<file path="src/rtl/adc_pkg.sv">
// Shared constants and state type for the serial ADC responder.
package adc_pkg;

  localparam int ADC_DATA_W     = 12;
  localparam int ADC_N_CH       = 8;
  localparam int ADC_FRAME_LEN  = 16;
  localparam int ADC_LEAD_ZEROS = 4;
  localparam int ADC_ADDR_FIRST = 2;
  localparam int ADC_ADDR_W     = 3;

  typedef enum logic [1:0] {
    IDLE,
    LOAD,
    SHIFT
  } respState_t;

endpackage

</file>
<file path="src/rtl/sync_edge_det.sv">
// Multi-flop synchronizer followed by one edge-detect flop; reports the
// synchronized level and single-cycle rise/fall pulses.
module sync_edge_det #(
  parameter int   SYNC_STAGES = 2,
  parameter logic RESET_VAL   = 1'b0
) (
  input  logic iCLK,
  input  logic iRST,
  input  logic iD,
  output logic oLEVEL,
  output logic oRISE,
  output logic oFALL
);

  logic [SYNC_STAGES-1:0] syncReg;
  logic                   prevReg;

  // NOTE: non-blocking assignments so each stage samples its predecessor's old value.
  always_ff @(posedge iCLK) begin
    if (iRST) begin
      syncReg <= {SYNC_STAGES{RESET_VAL}};
      prevReg <= RESET_VAL;
    end else begin
      syncReg[0] <= iD;
      for (int i = 1; i < SYNC_STAGES; i++) begin
        syncReg[i] <= syncReg[i-1];
      end
      prevReg <= syncReg[SYNC_STAGES-1];
    end
  end

  assign oLEVEL = syncReg[SYNC_STAGES-1];
  assign oRISE  = syncReg[SYNC_STAGES-1] & ~prevReg;
  assign oFALL  = ~syncReg[SYNC_STAGES-1] & prevReg;

endmodule

</file>
<file path="src/rtl/adc_spi_responder.sv">
// ADC-side responder for the 3-wire serial ADC link: decodes the channel address
// on DIN and returns 4 zeros + sample MSB-first on DOUT. Macro ADC_RESP_ERR_EN adds oERR_CNT.
module adc_spi_responder
  import adc_pkg::*;
#(
  parameter int DATA_W      = ADC_DATA_W,
  parameter int N_CH        = ADC_N_CH,
  parameter int SYNC_STAGES = 2
) (
  input  logic                   iCLK,
  input  logic                   iRST,
  input  logic                   iCS_n,
  input  logic                   iSCLK,
  input  logic                   iDIN,
  input  logic [N_CH*DATA_W-1:0] iSAMPLES,
  output logic                   oDOUT,
  output logic [ADC_ADDR_W-1:0]  oCH,
  output logic                   oFRAME_DONE,
  output logic                   oBUSY
`ifdef ADC_RESP_ERR_EN
  ,
  output logic [7:0]             oERR_CNT
`endif
);

  localparam int FRAME_LEN = ADC_LEAD_ZEROS + DATA_W;
  localparam int CNT_W     = $clog2(FRAME_LEN);
  localparam logic [CNT_W-1:0] CNT_LAST = CNT_W'(FRAME_LEN - 1);
  localparam logic [CNT_W-1:0] CNT_A2   = CNT_W'(ADC_ADDR_FIRST);
  localparam logic [CNT_W-1:0] CNT_A1   = CNT_W'(ADC_ADDR_FIRST + 1);
  localparam logic [CNT_W-1:0] CNT_A0   = CNT_W'(ADC_ADDR_FIRST + 2);

  logic csLevel, csRise, csFall;
  logic sclkLevel, sclkRise, sclkFall;
  logic dinLevel, dinRise, dinFall;

  sync_edge_det #(.SYNC_STAGES(SYNC_STAGES), .RESET_VAL(1'b1)) uCsSync (
    .iCLK(iCLK), .iRST(iRST), .iD(iCS_n),
    .oLEVEL(csLevel), .oRISE(csRise), .oFALL(csFall)
  );

  sync_edge_det #(.SYNC_STAGES(SYNC_STAGES), .RESET_VAL(1'b1)) uSclkSync (
    .iCLK(iCLK), .iRST(iRST), .iD(iSCLK),
    .oLEVEL(sclkLevel), .oRISE(sclkRise), .oFALL(sclkFall)
  );

  sync_edge_det #(.SYNC_STAGES(SYNC_STAGES), .RESET_VAL(1'b0)) uDinSync (
    .iCLK(iCLK), .iRST(iRST), .iD(iDIN),
    .oLEVEL(dinLevel), .oRISE(dinRise), .oFALL(dinFall)
  );

  // Only the edges of CS_n/SCLK and the level of DIN drive the protocol.
  logic unusedOk;
  assign unusedOk = &{1'b0, csLevel, sclkLevel, dinRise, dinFall};

  logic [DATA_W-1:0] sampleArr [N_CH];

  always_comb begin
    for (int k = 0; k < N_CH; k++) begin
      sampleArr[k] = iSAMPLES[k*DATA_W +: DATA_W];
    end
  end

  respState_t            stateReg, stateNext;
  logic [CNT_W-1:0]      cntReg, cntNext;
  logic [FRAME_LEN-1:0]  shiftReg, shiftNext;
  logic [FRAME_LEN-1:0]  loadWord;
  logic                  doutReg, doutNext;
  logic [ADC_ADDR_W-1:0] chReg, chNext;
  logic [1:0]            addrReg, addrNext;
  logic                  busyReg, busyNext;
  logic                  doneReg, doneNext;

  assign loadWord = {{ADC_LEAD_ZEROS{1'b0}}, sampleArr[chReg]};

  always_ff @(posedge iCLK) begin
    if (iRST) begin
      stateReg <= IDLE;
      cntReg   <= '0;
      shiftReg <= '0;
      doutReg  <= 1'b0;
      chReg    <= '0;
      addrReg  <= '0;
      busyReg  <= 1'b0;
      doneReg  <= 1'b0;
    end else begin
      stateReg <= stateNext;
      cntReg   <= cntNext;
      shiftReg <= shiftNext;
      doutReg  <= doutNext;
      chReg    <= chNext;
      addrReg  <= addrNext;
      busyReg  <= busyNext;
      doneReg  <= doneNext;
    end
  end

  // NOTE: every signal gets a default first so no latch is inferred.
  always_comb begin
    stateNext = stateReg;
    cntNext   = cntReg;
    shiftNext = shiftReg;
    doutNext  = doutReg;
    chNext    = chReg;
    addrNext  = addrReg;
    busyNext  = busyReg;
    doneNext  = 1'b0;

    if (csRise) begin
      // Deselect wins over a coincident SCLK edge; a partial address is dropped.
      stateNext = IDLE;
      cntNext   = '0;
      doutNext  = 1'b0;
      busyNext  = 1'b0;
    end else begin
      unique case (stateReg)
        IDLE: begin
          if (csFall) stateNext = LOAD;
        end
        LOAD: begin
          shiftNext = loadWord;
          doutNext  = 1'b0;
          busyNext  = 1'b1;
          stateNext = SHIFT;
        end
        SHIFT: begin
          if (sclkRise) begin
            cntNext  = (cntReg == CNT_LAST) ? '0 : cntReg + 1'b1;
            doneNext = (cntReg == CNT_LAST);
            if (cntReg == CNT_A2) addrNext[1] = dinLevel;
            if (cntReg == CNT_A1) addrNext[0] = dinLevel;
            if (cntReg == CNT_A0) chNext = {addrReg, dinLevel};
          end else if (sclkFall) begin
            // Counter at zero means frame start or just wrapped: fetch a fresh word.
            if (cntReg == '0) begin
              shiftNext = loadWord;
              doutNext  = loadWord[FRAME_LEN-1];
            end else begin
              shiftNext = {shiftReg[FRAME_LEN-2:0], 1'b0};
              doutNext  = shiftReg[FRAME_LEN-2];
            end
          end
        end
        default: stateNext = IDLE;
      endcase
    end
  end

  assign oDOUT       = doutReg;
  assign oCH         = chReg;
  assign oFRAME_DONE = doneReg;
  assign oBUSY       = busyReg;

`ifdef ADC_RESP_ERR_EN
  logic [7:0] errCntReg;
  logic [1:0] gapReg;
  logic       sclkEdge, shortFrame, fastEdge;

  assign sclkEdge   = sclkRise | sclkFall;
  assign shortFrame = csRise && (cntReg != '0);
  // gapReg saturates at 3, so a value below 3 means the previous edge was < 4 cycles ago.
  assign fastEdge   = sclkEdge && (gapReg != 2'd3) && (stateReg != IDLE);

  always_ff @(posedge iCLK) begin
    if (iRST) begin
      errCntReg <= '0;
      gapReg    <= 2'd3;
    end else begin
      if (sclkEdge)            gapReg <= 2'd0;
      else if (gapReg != 2'd3) gapReg <= gapReg + 1'b1;
      if ((shortFrame || fastEdge) && (errCntReg != 8'hFF)) begin
        errCntReg <= errCntReg + 1'b1;
      end
    end
  end

  assign oERR_CNT = errCntReg;
`endif

endmodule

</file>
<file path="config.mk">
export PLATFORM = sky130hd
export DESIGN_NAME = adc_spi_responder
export DESIGN_NICKNAME = d
export VERILOG_FILES = /design/src/rtl/adc_pkg.sv /design/src/rtl/sync_edge_det.sv /design/src/rtl/adc_spi_responder.sv
export SDC_FILE = /design/constraint.sdc
export NUM_CORES = 1
export LEC_CHECK = 0
export CAP_MARGIN = 5
export CORE_MARGIN = 2
export CORE_UTILIZATION = 43
export CTS_CLUSTER_DIAMETER = 150
export DETAILED_ROUTE_END_ITERATION = 16
export PLACE_DENSITY = 0.82
export SLEW_MARGIN = 20
export SYNTH_ARGS = -nofsm -noshare
export SYNTH_HDL_FRONTEND = slang
export SYNTH_HIERARCHICAL = 1
export SYNTH_SLANG_ARGS = --single-unit
</file>
<file path="constraint.sdc">
create_clock -name iCLK -period 2.1 [get_ports iCLK]
set_input_delay 0.42 -clock iCLK [delete_from_list [all_inputs] [get_ports iCLK]]
set_output_delay 0.42 -clock iCLK [all_outputs]
set_load 0.05 [all_outputs]
</file>
==> reports/metrics.cfg <==
[timing]
fin_ws_ns=0.1759
maxSlewHeadroom_pct=60.78
timing.fmax_mhz=519.7
tns_ns=0
maxSlewViolCount=0
hold_violations=0
min_period_over_period_pct=91.62
tightestPinTransition_ns=0.5869
skew_ns=0.005021
period_needed_ns=1.924
rsz0062_at_grt=false
finalSetupViolations=0

[synth]
synth_fp_nets=318
syn_area_um2=2420
avgSynthCellArea_um2=11.52
ys_warn_count=6
syn_inst=210

[floorplanning]
die_h_um=79.02
io_pins=107
rows=27
initial_core_util_pct=44.22
core-area_um2=5473
fp.dieW_um=79.02
dieArea_um2=6243

[final_layout]
syn2layout_area_growth_pct=49.53
fin_nets=421
n_antenna_cell=0
drive_above_1_share_pct=21.66
final_area_um2=3618

[power]
power.density_nw_per_um2=418.5
p_leak_nw=1.250
vdd_drop_max_mv=0.3798
p_int_mw=1.188
comb_power_share_pct=21.3
switchingPower_mw=0.3260
swShare_pct=21.53
pwr-share-clk_pct=30.6
p_seq_share_pct=48.0

[worst_hold_path]
min_from=uSclkSync/syncReg[0]$_SDFF_PP1_
hp-class=reg2reg

[clock_network]
postCtsResizedCells=0
cts_made_buffers=5
root_buffer=clkbuf_8
clock_sinks=37
cts_setup_buffers=0
cts_tree=done
ctsHoldBuffers=0
cts.clk_slew.worst_paths_ns=0.07
cts_max_path_buffers=2
cts_max_level=2
clock_latency_ns=0.28

[worst_setup_path]
rr_startpoint=stateReg[0]$_SDFFE_PP0P_
reg2regPathDepth=6
cp_max_fo=15
r2r_setup_slack_ns=0.18
crit_path_start=stateReg[0]$_SDFFE_PP0P_
critical_path.endpoint=shiftReg[1]$_SDFFE_PP0P_
worstSetupStartpointType=flip-flop
rr_endpoint=shiftReg[1]$_SDFFE_PP0P_
end_kind=flip-flop
critPathRequiredTime_ns=2.29
arrival_ns=2.12
criticalPathCategory=reg2reg

[global_routing]
grt_remaining_overflow=0
grt_pass1_wl_um=9625
grt_antenna_before_repair=0
grt_max_degree=21
grt_pass1_vias=2026
grt_usage_pct=20.15

[flow_run]
max_cap_violations=0

[routing]
drc=0
firstDrtPassIters=4
avgRoutedWirePerCell_um=16.32
drt_wl_total_um=6300
dr_total_vias=2042
ant_nets=0
viasPerCell=5.290
first_iter_violations=140

[placement]
hpwl_um=5295
place_ws_ns=0.1866
io_buffers=106
routabilityCongestion=0.7908
placed_area_um2=3538

[outcome]
status=completed

## through the flow
step	utilization [%]	std cells	hold slack, ns	power (mW)
CTS	66.12	386	0.4227	1.525
floorplan	-	210	0.3832	0.8525
finish	66.12	386	0.4220	1.514
global route	66.12	386	0.4305	1.584
detailed placement	64.65	378	0.4063	1.065
global placement	64.65	378	0.4043	1.057
## sequential cells by signal (all words and copies together) (netlist names), 2 cells and up
register,cells
addrReg,2
cntReg,4
oCH,3
shiftReg,15
stateReg,2
uCsSync/syncReg,2
uDinSync/syncReg,2
uSclkSync/syncReg,2
## cell usage in the layout, fill, tap and decap left out, types with 5 or more instances in the layout
master,count
nor3_1,5
mux2i_1,17
nor2_1,16
dfxtp_1,36
or2_1,6
nand2b_1,9
o221ai_2,9
a21oi_1,6
ha_1,7
mux4_2,24
clkbuf_8,5
clkdlybuf4s50_1,103
or2b_2,12
nand2_1,6
buf_4,6
## power groups by stage
| stage | logic (mW) | registers (mW) | clock network [mW] |
|---|---|---|---|
| 2_1_floorplan | 0.107 | 0.746 | 0 |
| 3_5_place_dp | 0.322 | 0.744 | 0 |
| 3_3_place_gp | 0.314 | 0.743 | 0 |
| 4_1_cts | 0.324 | 0.728 | 0.474 |
| 6_report | 0.323 | 0.728 | 0.464 |
| 5_1_grt | 0.343 | 0.729 | 0.513 |
## worst min-delay path by stage
stage,end,depth (start not counted)
floorplan,uCsSync/syncReg[1]$_SDFF_PP1_,1
global placement,uSclkSync/syncReg[1]$_SDFF_PP1_,1
detailed placement,uSclkSync/syncReg[1]$_SDFF_PP1_,1
CTS,uSclkSync/syncReg[1]$_SDFF_PP1_,1
global route,uSclkSync/syncReg[1]$_SDFF_PP1_,1
finish,uSclkSync/syncReg[1]$_SDFF_PP1_,1
## critical path, cell delays in order (launching register included)
cell      delay, ns
dfxtp_1        0.39
inv_1          0.10
ha_1           0.28
nand2b_1       0.08
a21o_2         0.29
or3_4          0.47
o221ai_1       0.22
## layer usage
metal  wire (um)  part of all wire (%)  vias to the layer above  global-route usage (%)
met2        3150                    50                       63                   31.69
li1            -                     -                      984                       -
met3         265                   4.2                        8                   5.227
met4          65                   1.0                        0                   4.828
met1        2818                    45                      987                   27.91
met5           0                     0                        -                       0
## cell type report
cell class,instances,area (um2)
Clock buffer,8,80.08
Timing Repair Buffer,113,1156
Tap cell,72,90.09
Fill cell,456,1854
Inverter,5,18.77
Sequential cell,37,742.0
Multi-Input combinational cell,151,1531
Power figures use the tool's default switching activity.
